[config.mk]
export PLATFORM = sky130hd
export DESIGN_NAME = rgb_pwm_fader
export DESIGN_NICKNAME = d
export VERILOG_FILES = /design/src/rtl/rgb_pwm_fader.sv
export SDC_FILE = /design/constraint.sdc
export NUM_CORES = 1
export LEC_CHECK = 0
export BUFFER_PORTS_ARGS = -buffer_cell sky130_fd_sc_hd__buf_2
export CORE_MARGIN = 2
export CORE_UTILIZATION = 50
export CTS_BUF_LIST = sky130_fd_sc_hd__clkbuf_8 sky130_fd_sc_hd__clkbuf_16
export DETAILED_ROUTE_END_ITERATION = 6
export GPL_ROUTABILITY_DRIVEN = 0
export HOLD_SLACK_MARGIN = 0.03
export PLACE_DENSITY_LB_ADDON = 0.08
export SLEW_MARGIN = 10
export SYNTH_ARGS = -nofsm -noshare
export SYNTH_HDL_FRONTEND = slang
export SYNTH_SLANG_ARGS = --single-unit
[constraint.sdc]
create_clock -name clk -period 1.9 [get_ports clk]
set_input_delay 0.38 -clock clk [delete_from_list [all_inputs] [get_ports clk]]
set_output_delay 0.38 -clock clk [all_outputs]
set_load 0.02 [all_outputs]
[src/rtl/rgb_pwm_fader.sv]
// rgb_pwm_fader
//   Three-channel PWM generator (red/green/blue) with an optional linear fader
//   that walks each channel's duty one step at a time toward a requested target.
//
//   Build option: define RGB_PWM_FADER_FADE_EN to compile in the fader. Without
//   it, target_load copies the targets straight into the duties and busy is 0.
//
// Ports
//   clk           in   single clock, rising edge
//   rst           in   synchronous active-high reset
//   ena           in   count enable; when low the PWM outputs drop to 0 and all
//                      timers freeze (target_load is still accepted)
//   target_load   in   one-cycle strobe: accept target_r/g/b
//   target_r/g/b  in   requested duties, PWM_WIDTH bits each
//   rgb_pwm       out  active-high PWM, bit0 red, bit1 green, bit2 blue
//   busy          out  high while fading toward a target
//   period_start  out  one-cycle pulse at the start of each PWM period
module rgb_pwm_fader #(
    parameter int CLK_HZ         = 12_000_000,
    parameter int PWM_PERIOD_US  = 100,
    parameter int PWM_WIDTH      = 4,
    parameter int PERIOD_MS_FADE = 100
) (
    input  logic                 clk,
    input  logic                 rst,
    input  logic                 ena,
    input  logic                 target_load,
    input  logic [PWM_WIDTH-1:0] target_r,
    input  logic [PWM_WIDTH-1:0] target_g,
    input  logic [PWM_WIDTH-1:0] target_b,
    output logic [2:0]           rgb_pwm,
    output logic                 busy,
    output logic                 period_start
);

    // 64-bit arithmetic so CLK_HZ * PWM_PERIOD_US cannot overflow.
    localparam longint PWM_TICKS    = longint'(CLK_HZ) * longint'(PWM_PERIOD_US) / 64'd1_000_000;
    localparam longint PRESCALE_RAW = PWM_TICKS >> PWM_WIDTH;
    localparam int     PRESCALE     = (PRESCALE_RAW < 1) ? 1 : int'(PRESCALE_RAW);
    localparam int     PS_W         = (PRESCALE > 1) ? $clog2(PRESCALE) : 1;
    localparam logic [PS_W-1:0]      PS_MAX = PS_W'(PRESCALE - 1);
    localparam logic [PWM_WIDTH-1:0] PH_MAX = '1;

    localparam longint FADE_RAW        = (longint'(CLK_HZ) / 1000 * longint'(PERIOD_MS_FADE)) >> PWM_WIDTH;
    localparam int     FADE_STEP_TICKS = (FADE_RAW < 1) ? 1 : int'(FADE_RAW);

    logic [PS_W-1:0]              presc_q;
    logic [PWM_WIDTH-1:0]         phase_q;
    logic [2:0]                   rgb_q;
    logic                         ps_q;
    logic [2:0][PWM_WIDTH-1:0]    duty_q;
    logic [2:0][PWM_WIDTH-1:0]    tgt_in;
    logic                         presc_wrap;

    assign tgt_in     = {target_b, target_g, target_r};
    assign presc_wrap = ena && (presc_q == PS_MAX);

    // PWM timebase and comparator
    always_ff @(posedge clk) begin
        if (rst) begin
            presc_q <= '0;
            phase_q <= '0;
            rgb_q   <= '0;
            ps_q    <= 1'b0;
        end else begin
            if (ena) presc_q <= presc_wrap ? '0 : presc_q + 1'b1;
            if (presc_wrap) phase_q <= phase_q + 1'b1;
            // Registered alongside the 15->0 phase wrap, so the pulse is
            // visible in the first cycle of phase 0.
            ps_q <= presc_wrap && (phase_q == PH_MAX);
            for (int c = 0; c < 3; c++)
                rgb_q[c] <= ena && (phase_q < duty_q[c]);
        end
    end

    assign rgb_pwm      = rgb_q;
    assign period_start = ps_q;

`ifdef RGB_PWM_FADER_FADE_EN
    localparam int FT_W = $clog2((FADE_STEP_TICKS > 1) ? FADE_STEP_TICKS : 2);
    localparam logic [FT_W-1:0] FT_MAX = FT_W'(FADE_STEP_TICKS - 1);

    typedef enum logic {IDLE, FADING} state_e;

    state_e                    state_q;
    logic [2:0][PWM_WIDTH-1:0] tgt_q;
    logic [FT_W-1:0]           ftmr_q;
    logic [2:0][PWM_WIDTH-1:0] step_d;
    logic                      fade_tick;

    assign fade_tick = (state_q == FADING) && ena && (ftmr_q == FT_MAX);

    // One unsigned step toward each target; equal channels stay put.
    always_comb begin
        step_d = duty_q;
        for (int c = 0; c < 3; c++) begin
            if (duty_q[c] < tgt_q[c])      step_d[c] = duty_q[c] + 1'b1;
            else if (duty_q[c] > tgt_q[c]) step_d[c] = duty_q[c] - 1'b1;
        end
    end

    always_ff @(posedge clk) begin
        if (rst) begin
            state_q <= IDLE;
            tgt_q   <= '0;
            duty_q  <= '0;
            ftmr_q  <= '0;
        end else begin
            case (state_q)
                IDLE: begin
                    if (target_load) begin
                        tgt_q <= tgt_in;
                        if (tgt_in != duty_q) begin
                            state_q <= FADING;
                            ftmr_q  <= '0;
                        end
                    end
                end
                FADING: begin
                    // Retargeting keeps the timer running; a load that lands on
                    // a tick suppresses that tick's step.
                    if (ena) ftmr_q <= fade_tick ? '0 : ftmr_q + 1'b1;
                    if (target_load) begin
                        tgt_q <= tgt_in;
                    end else begin
                        if (fade_tick) duty_q <= step_d;
                        if (duty_q == tgt_q) state_q <= IDLE;
                    end
                end
                default: state_q <= IDLE;
            endcase
        end
    end

    assign busy = (state_q == FADING);
`else
    always_ff @(posedge clk) begin
        if (rst)              duty_q <= '0;
        else if (target_load) duty_q <= tgt_in;
    end

    // Always 0: the step period is clamped to at least one tick.
    assign busy = (FADE_STEP_TICKS == 0);
`endif

endmodule

* Word-level counts from Yosys, hierarchy flattened
Index checks and enable logic that the tools add are counted.
Widths: inputs -> output; s select.
** Storage, ports and cells
- Flip-flop bits (word level) :: 27
- Bits of input ports :: 16
- Output and inout port bits :: 5
- Word-level logic and storage cells :: 20
** Cells by class
- $add $sub $neg :: 2
- Magnitude comparators :: 3
- Equality and inequality tests :: 2
- Mux-type cells :: 1
- Reduce and logical (&&, ||, !) cells :: 5
** Operators by type and width (number)
- $lt 4x4->1 :: 3
- $add 7x1->7 const B :: 1
- $eq 7x7->1 const B :: 1
- $mux 7 :: 1
- $logic_and 1x1->1 :: 5
- $add 4x1->4 const B :: 1
- $eq 4x4->1 const B :: 1

* Logic depth before layout (Yosys ltp)
Gate-level depths: netlist of run 1.
- Depth in word-level cells :: 3
- Mapped depth :: 6
- Depth with buffers taken out :: 5

* Worst setup path before layout of run 1
No wires, ideal clock.
- Kind :: register to register
- From :: register presc_q[0]
- To :: register phase_q[3]
- Library setup time :: 71 ps
- Arrival :: 1393 ps
- Required time :: 1829 ps
- Path slack :: 436 ps
- Cell stages (with the launch flop) :: 7
- Buffers on the path :: 1
- Clock period less this slack :: 1464 ps
- Cell sequence :: dfxtp_1 -> inv_1 -> ha_1 -> nand4bb_1 -> buf_2 -> or4_1 -> a21oi_1
** Between the ends
- Cells in the longest elaborated chain, start to end :: 2
** RTL lines
- start: declaration :: RTL line 47 : logic [PS_W-1:0] presc_q;
- start signal: assignment :: RTL line 66 : if (ena) presc_q <= presc_wrap ? '0 : presc_q + 1'b1;
- $eq 7x7->1 :: RTL line 56 : assign presc_wrap = ena && (presc_q == PS_MAX);
- $logic_and 1x1->1 :: RTL line 56
- end signal: assignment :: RTL line 67 : if (presc_wrap) phase_q <= phase_q + 1'b1;
- end: declaration :: RTL line 48 : logic [PWM_WIDTH-1:0] phase_q;
No other way between the ends.
A chain may end at the register's enable or synchronous reset.

* Worst setup path in the final report of run 1
- From :: register presc_q[1]
- To :: register phase_q[3]
Same word-level chain as after synthesis.

==> impl_metrics.tcl, run 1 <==
set metrics [dict create \
    status "completed" \
    hp-class "input pin to flip-flop" \
    start_util_pct 53.1 \
    finClkSkew_ns 0.00327 \
    fin_nets 191 \
    yosysTopAreaCell "dfxtp_1" \
    viasPerCell 5.28 \
    fill_cells 222 \
    syn2layout_area_growth_pct 11.4 \
    clockBufferDepth 2 \
    drt_iter0_markers 8 \
    grt_pass1_wl_microns 4020 \
    worstSetupPathType "flip-flop to flip-flop" \
    synth_seq_area_share_pct 40.8 \
    synth.mux.area_fraction_pct 9.06 \
    syn_inst 145 \
    cts-buffers-inserted 3 \
    clock_latency_ns 0.27 \
    num_vias 1013 \
    synth_compound_area_share_pct 10.9 \
    dp.cells 188 \
    fmax_mhz 645 \
    gr-usage-met3_pct 3.28 \
    ir_drop_uv 517 \
    finalSetupViolCount 0 \
    synth_area_sq_um 1330 \
    ant_nets 0 \
    post_cts_resized 0 \
    report.final.slew_viol_count 0 \
    mostFrequentLayoutCells "dfxtp_1, buf_2, nor2_1" \
    die_x_microns 55.5 \
    die_h_microns 55.5 \
    grt_max_degree 27 \
    dieArea_sq_um 3080 \
    synth_top_area_share_pct 40.8 \
    grtUsageTotal_pct 16.3 \
    cp.arrival_ns 1.75 \
    dp.final_hpwl_microns 1780 \
    grt_util_met1_pct 21.1 \
    core_area_sq_um 2500 \
    antenna_found_initial 0 \
    syn_nets 173 \
    timing.final.crit_share_pct 81.6 \
    clk_pin_slew_ns 0.09 \
    cp-end-kind "flip-flop" \
    rsz0062_at_grt "false" \
    rows 18 \
    busiest_layer "met2" \
    route.detailed.drc 0 \
    met2_usage_pct 26.7 \
    max_cap_violations 0 \
    netlist_top_cells_area "dfxtp_1, ha_1, mux2i_1, nor2_1, nand2b_1" \
    yosysWarnings 0 \
    grt_pass1_vias 949 \
    cts_tree "done" \
    power_density_nw_per_um2 683 \
    synth-simple-area-share_pct 20.0 \
    start_kind "flip-flop" \
    critPathMaxFanout 5 \
    worstHoldPathCells 3 \
    port_buffers 19 \
    post_cts_buffers 0 \
    yosys_register_bits 27 \
    postCtsHoldBufs 0 \
    timing.setup.tns_ns 0 \
    cts-root-buf "clkbuf_8" \
    synth-xor-area-share_pct 1.98 \
    first_pass_iters 4 \
    synth.distinct_cells 29 \
    reg2regPathDepth 4 \
    wire_per_inst_microns 11.9 \
    drive_above_1_share_pct 16.0 \
    wl_microns 2290 \
    grt-ovfl-total 0 \
    required_ns 2.10 \
    htree_levels 1 \
    fin_crit_ns 1.55 \
    final_common_cell "dfxtp_1" \
    num_io_pins 21 \
    fin_cells 192 \
    fin_util_pct 59.1 \
    power_leakage_nw 0.632 \
    clkSinkCount 27 \
    synth_fa_ha_area_share_pct 11.3 \
    finalHoldViolCount 0 \
    antenna-diode-count 0 \
    synth_area_per_cell_sq_um 9.15 \
    synth_top_family_by_area "simple AND/OR/NAND/NOR gates" \
]
worst max-delay path, stage by stage (launching register included):
cell and delay (ns):
dfxtp_1 0.41, ha_1 0.20, nand4bb_1 0.19, or4_1 0.54
a21oi_1 0.14
cell usage after synthesis (all sizes together):
library cell,count
a21oi,7
nor3,4
ha,12
nand3,3
o21ai,7
o31ai,3
mux2i,12
nand3b,1
xor2,3
nand4bb,1
buf,4
nand4,3
or4,3
and3b,1
nor2b,1
o21a,3
conb,1
clkbuf,3
a211oi,3
nand2b,8
o211ai,1
nor2,17
dfxtp,27
and4bb,1
or3,2
nand2,3
inv,11
cell type report:
class	count	area, sq um	area share (%)
Multi-Input combinational cell	100	711	48.1
Sequential cell	27	541	36.6
Timing Repair Buffer	20	103	6.94
Clock buffer	3	41.3	2.79
Inverter	11	41.3	2.79
Tap cell	30	37.5	2.54
Clock inverter	1	3.75	0.254
flip-flops by register name (all words and copies together), names as in the netlist:
name	flops
rgb_pwm	3
period_start	1
duty_q	12
presc_q	7
phase_q	4
final timing paths:
path	start	to	slack (ns)
worst max-delay path	presc_q[1]	phase_q[3]	0.35
worst min-delay path	target_r[3]	duty_q[3]	0.35
worst max register to register	presc_q[1]	phase_q[3]	0.35
worst min register to register	duty_q[5]	duty_q[5]	0.50
cell families (layout without fill, tap and decap cells):
family | Yosys count | in the layout
AO/OA/AOI/OAI | 24 | 24
XOR/XNOR | 3 | 3
adder cells (fa/ha/maj) | 12 | 12
buffers and inverters | 18 | 35
flip-flops | 27 | 27
multiplexers | 12 | 12
other | 1 | 1
AND/OR/NAND/NOR | 48 | 48
where the power goes:
part | leakage (nW) | internal (W) | switching, W | total (W)
Sequential | 0.221 | 0.000588 | 0.0000124 | 0.000600
Combinational | 0.385 | 0.0000467 | 0.0000533 | 0.000100
Clock | 0.0269 | 0.000145 | 0.000164 | 0.000309
per-stage QoR:
stage	worst slack [ns]	total power [W]	instance area, sq um	hold WS, ns
2_1_floorplan	0.436	0.000684	1330	0.460
3_3_place_gp	0.436	0.000710	1430	0.476
3_5_place_dp	0.371	0.000715	1430	0.482
4_1_cts	0.344	0.00102	1480	0.341
5_1_grt	0.225	0.00106	1480	0.359
6_report	0.349	0.00101	1480	0.347
metal layers:
metal | wire [microns] | up-vias
li1 | - | 535
met1 | 1040 | 465
met2 | 1160 | 11
met3 | 64 | 2
met4 | 12 | 0
met5 | 0 | -
Power figures use the tool's default switching activity.
==> run 2: changes to the inputs <==
- clock period: 1.9 -> 1.6 ns (I/O delays scaled with it)
==> run 2 against run 1 <==
Against the previous run: via count is 3.7% higher; clock power increased by 24%; largest cell class unchanged; final area rose by 3.0%; setup slack worse by 0.26 ns; worst hold slack worse by 0.071 ns; critical path depth is 1 higher; clock-buffer cell count unchanged; die area unchanged; total power grew 21%; cell count up 2.6%; sequential power grew 18%; global-route usage up 1.1 points.
==> impl_metrics.tcl, run 2 (synthesis results as in run 1) <==
set metrics [dict create \
    postCtsHoldBufs 0 \
    r2r_end "phase_q[3]" \
    crit_chain "inv_1 -> ha_1 -> nand4bb_2 -> or4_1 -> a21oi_1" \
    power_density_nw_per_um2 803 \
    drt_iter0_markers 11 \
    cp-end-kind "flip-flop" \
    core_area_sq_um 2500 \
    ff_latch_area_sq_um 541 \
    grt_pass1_wl_microns 4380 \
    start_util_pct 53.1 \
    drive_above_1_share_pct 19.8 \
    fill_cells 225 \
    first_pass_iters 4 \
    grt_max_degree 16 \
    antenna-diode-count 0 \
    cp.arrival_ns 1.72 \
    viasPerCell 5.33 \
    finalSetupViolCount 0 \
    wl_microns 2410 \
    reg2reg_from "presc_q[0]" \
    multi_input_area_sq_um 716 \
    clock_latency_ns 0.27 \
    fin_crit_ns 1.51 \
    syn2layout_area_growth_pct 14.7 \
    route.detailed.drc 0 \
    clockBufferDepth 2 \
    critical-path-top-delay-family "simple AND/OR/NAND/NOR gates" \
    cts-buffers-inserted 3 \
    mostFrequentLayoutCells "dfxtp_1, buf_2, nor2_1, mux2i_1, ha_1" \
    largest_register "duty_q" \
    finClkSkew_ns 0.00291 \
    rows 18 \
    final_common_cell "dfxtp_1" \
    antenna_found_initial 0 \
    num_io_pins 21 \
    fin_nets 196 \
    htree_levels 1 \
    num_vias 1050 \
    required_ns 1.81 \
    status "completed" \
    worstHoldPathCells 3 \
    clkSinkCount 27 \
    timing.final.crit_share_pct 94.5 \
    cts-root-buf "clkbuf_8" \
    dieArea_sq_um 3080 \
    grt_pass1_vias 1033 \
    holdWs_ns 0.276 \
    start_kind "flip-flop" \
    clk_pin_slew_ns 0.09 \
    grt-ovfl-total 0 \
    rsz0062_at_grt "false" \
    report.final.slew_viol_count 0 \
    die_h_microns 55.5 \
    slowest_stage "or4_1" \
    ir_drop_uv 921 \
    hp-start "target_r[0]" \
    power_leakage_nw 0.657 \
    hold_end "duty_q[0]" \
    max_stage_delay_ns 0.53 \
    cts_tree "done" \
    ant_nets 0 \
    die_x_microns 55.5 \
    worstSetupPathType "flip-flop to flip-flop" \
    grtUsageTotal_pct 17.5 \
    reg2regPathDepth 5 \
    dp.final_hpwl_microns 1920 \
    timing.setup.tns_ns 0 \
    max_cap_violations 0 \
    critPathMaxFanout 7 \
    port_buffers 19 \
    finalHoldViolCount 0 \
    hp-class "input pin to flip-flop" \
    post_cts_buffers 0 \
    wire_per_inst_microns 12.2 \
    fmax_mhz 661 \
    largest_reg_flops 12 \
    regToRegSetupSlack_ns 0.09 \
    top_regs "duty_q x12, presc_q x7, phase_q x4" \
    crit_buf_inv 1 \
]
run 2: changes by cell type in the layout (fill, tap and decap cells not counted), sizes merged:
cell    change
buf         +5
clkinv      +1
inv         -1
run 2: metrics by stage:
step	power, W	utilization, %	instance area, sq um	setup WS [ns]	std cells
after floorplan	0.000812	-	1330	0.136	145
after global placement	0.000851	58.8	1470	0.129	193
after detailed placement	0.000857	58.8	1470	0.0567	193
after CTS	0.00124	60.7	1520	0.0342	197
after global routing	0.00129	60.9	1520	0.000885	197
final	0.00122	60.9	1520	0.0874	197
run 2: final cells by class:
class,instances,share of cell area (%)
clock buffer,3,2.71
clock inverter,1,0.329
inverter,11,2.71
multi-input combinational,100,47.0
sequential,27,35.5
tap,30,2.47
timing repair buffer,25,9.21
run 2: worst min-delay path, cell delays in order:
cell and delay [ns]:
buf_2 0.07, mux2i_1 0.05, nor2_1 0.07
run 2: worst max path at each step:
| stage | to | startpoint | slack, ns | cells past startpoint |
|---|---|---|---|---|
| 5_1_grt | phase_q[3] | presc_q[0] | 0.0009 | 5 |
| 3_3_place_gp | phase_q[3] | presc_q[0] | 0.13 | 5 |
| 3_5_place_dp | phase_q[3] | presc_q[0] | 0.06 | 5 |
| 2_1_floorplan | phase_q[3] | presc_q[0] | 0.14 | 6 |
| 4_1_cts | phase_q[3] | presc_q[0] | 0.03 | 5 |
| 6_report | phase_q[3] | presc_q[0] | 0.09 | 5 |
run 2: routing by layer:
| layer | track usage [%] | vias up | routed length [microns] | part of all wire, % |
|---|---|---|---|---|
| met2 | 30.8 | 15 | 1240 | 52 |
| met1 | 21.1 | 490 | 1050 | 44 |
| met5 | 0 | - | 0 | 0 |
| met3 | 5.15 | 4 | 82 | 3.4 |
| li1 | - | 541 | - | - |
| met4 | 3.14 | 0 | 27 | 1.1 |
run 2: power breakdown:
group	internal, W	total, W	leakage (nW)	switching, W
sequential	0.000698	0.000710	0.221	0.0000119
clock	0.000174	0.000382	0.0255	0.000207
combinational	0.0000613	0.000130	0.411	0.0000687
total	0.000934	0.00122	0.657	0.000288
run 2: timing repair:
item,in CTS,in global routing
gates resized for setup,0,1
endpoints found under the hold margin,0,0
endpoints found under the setup margin,0,4
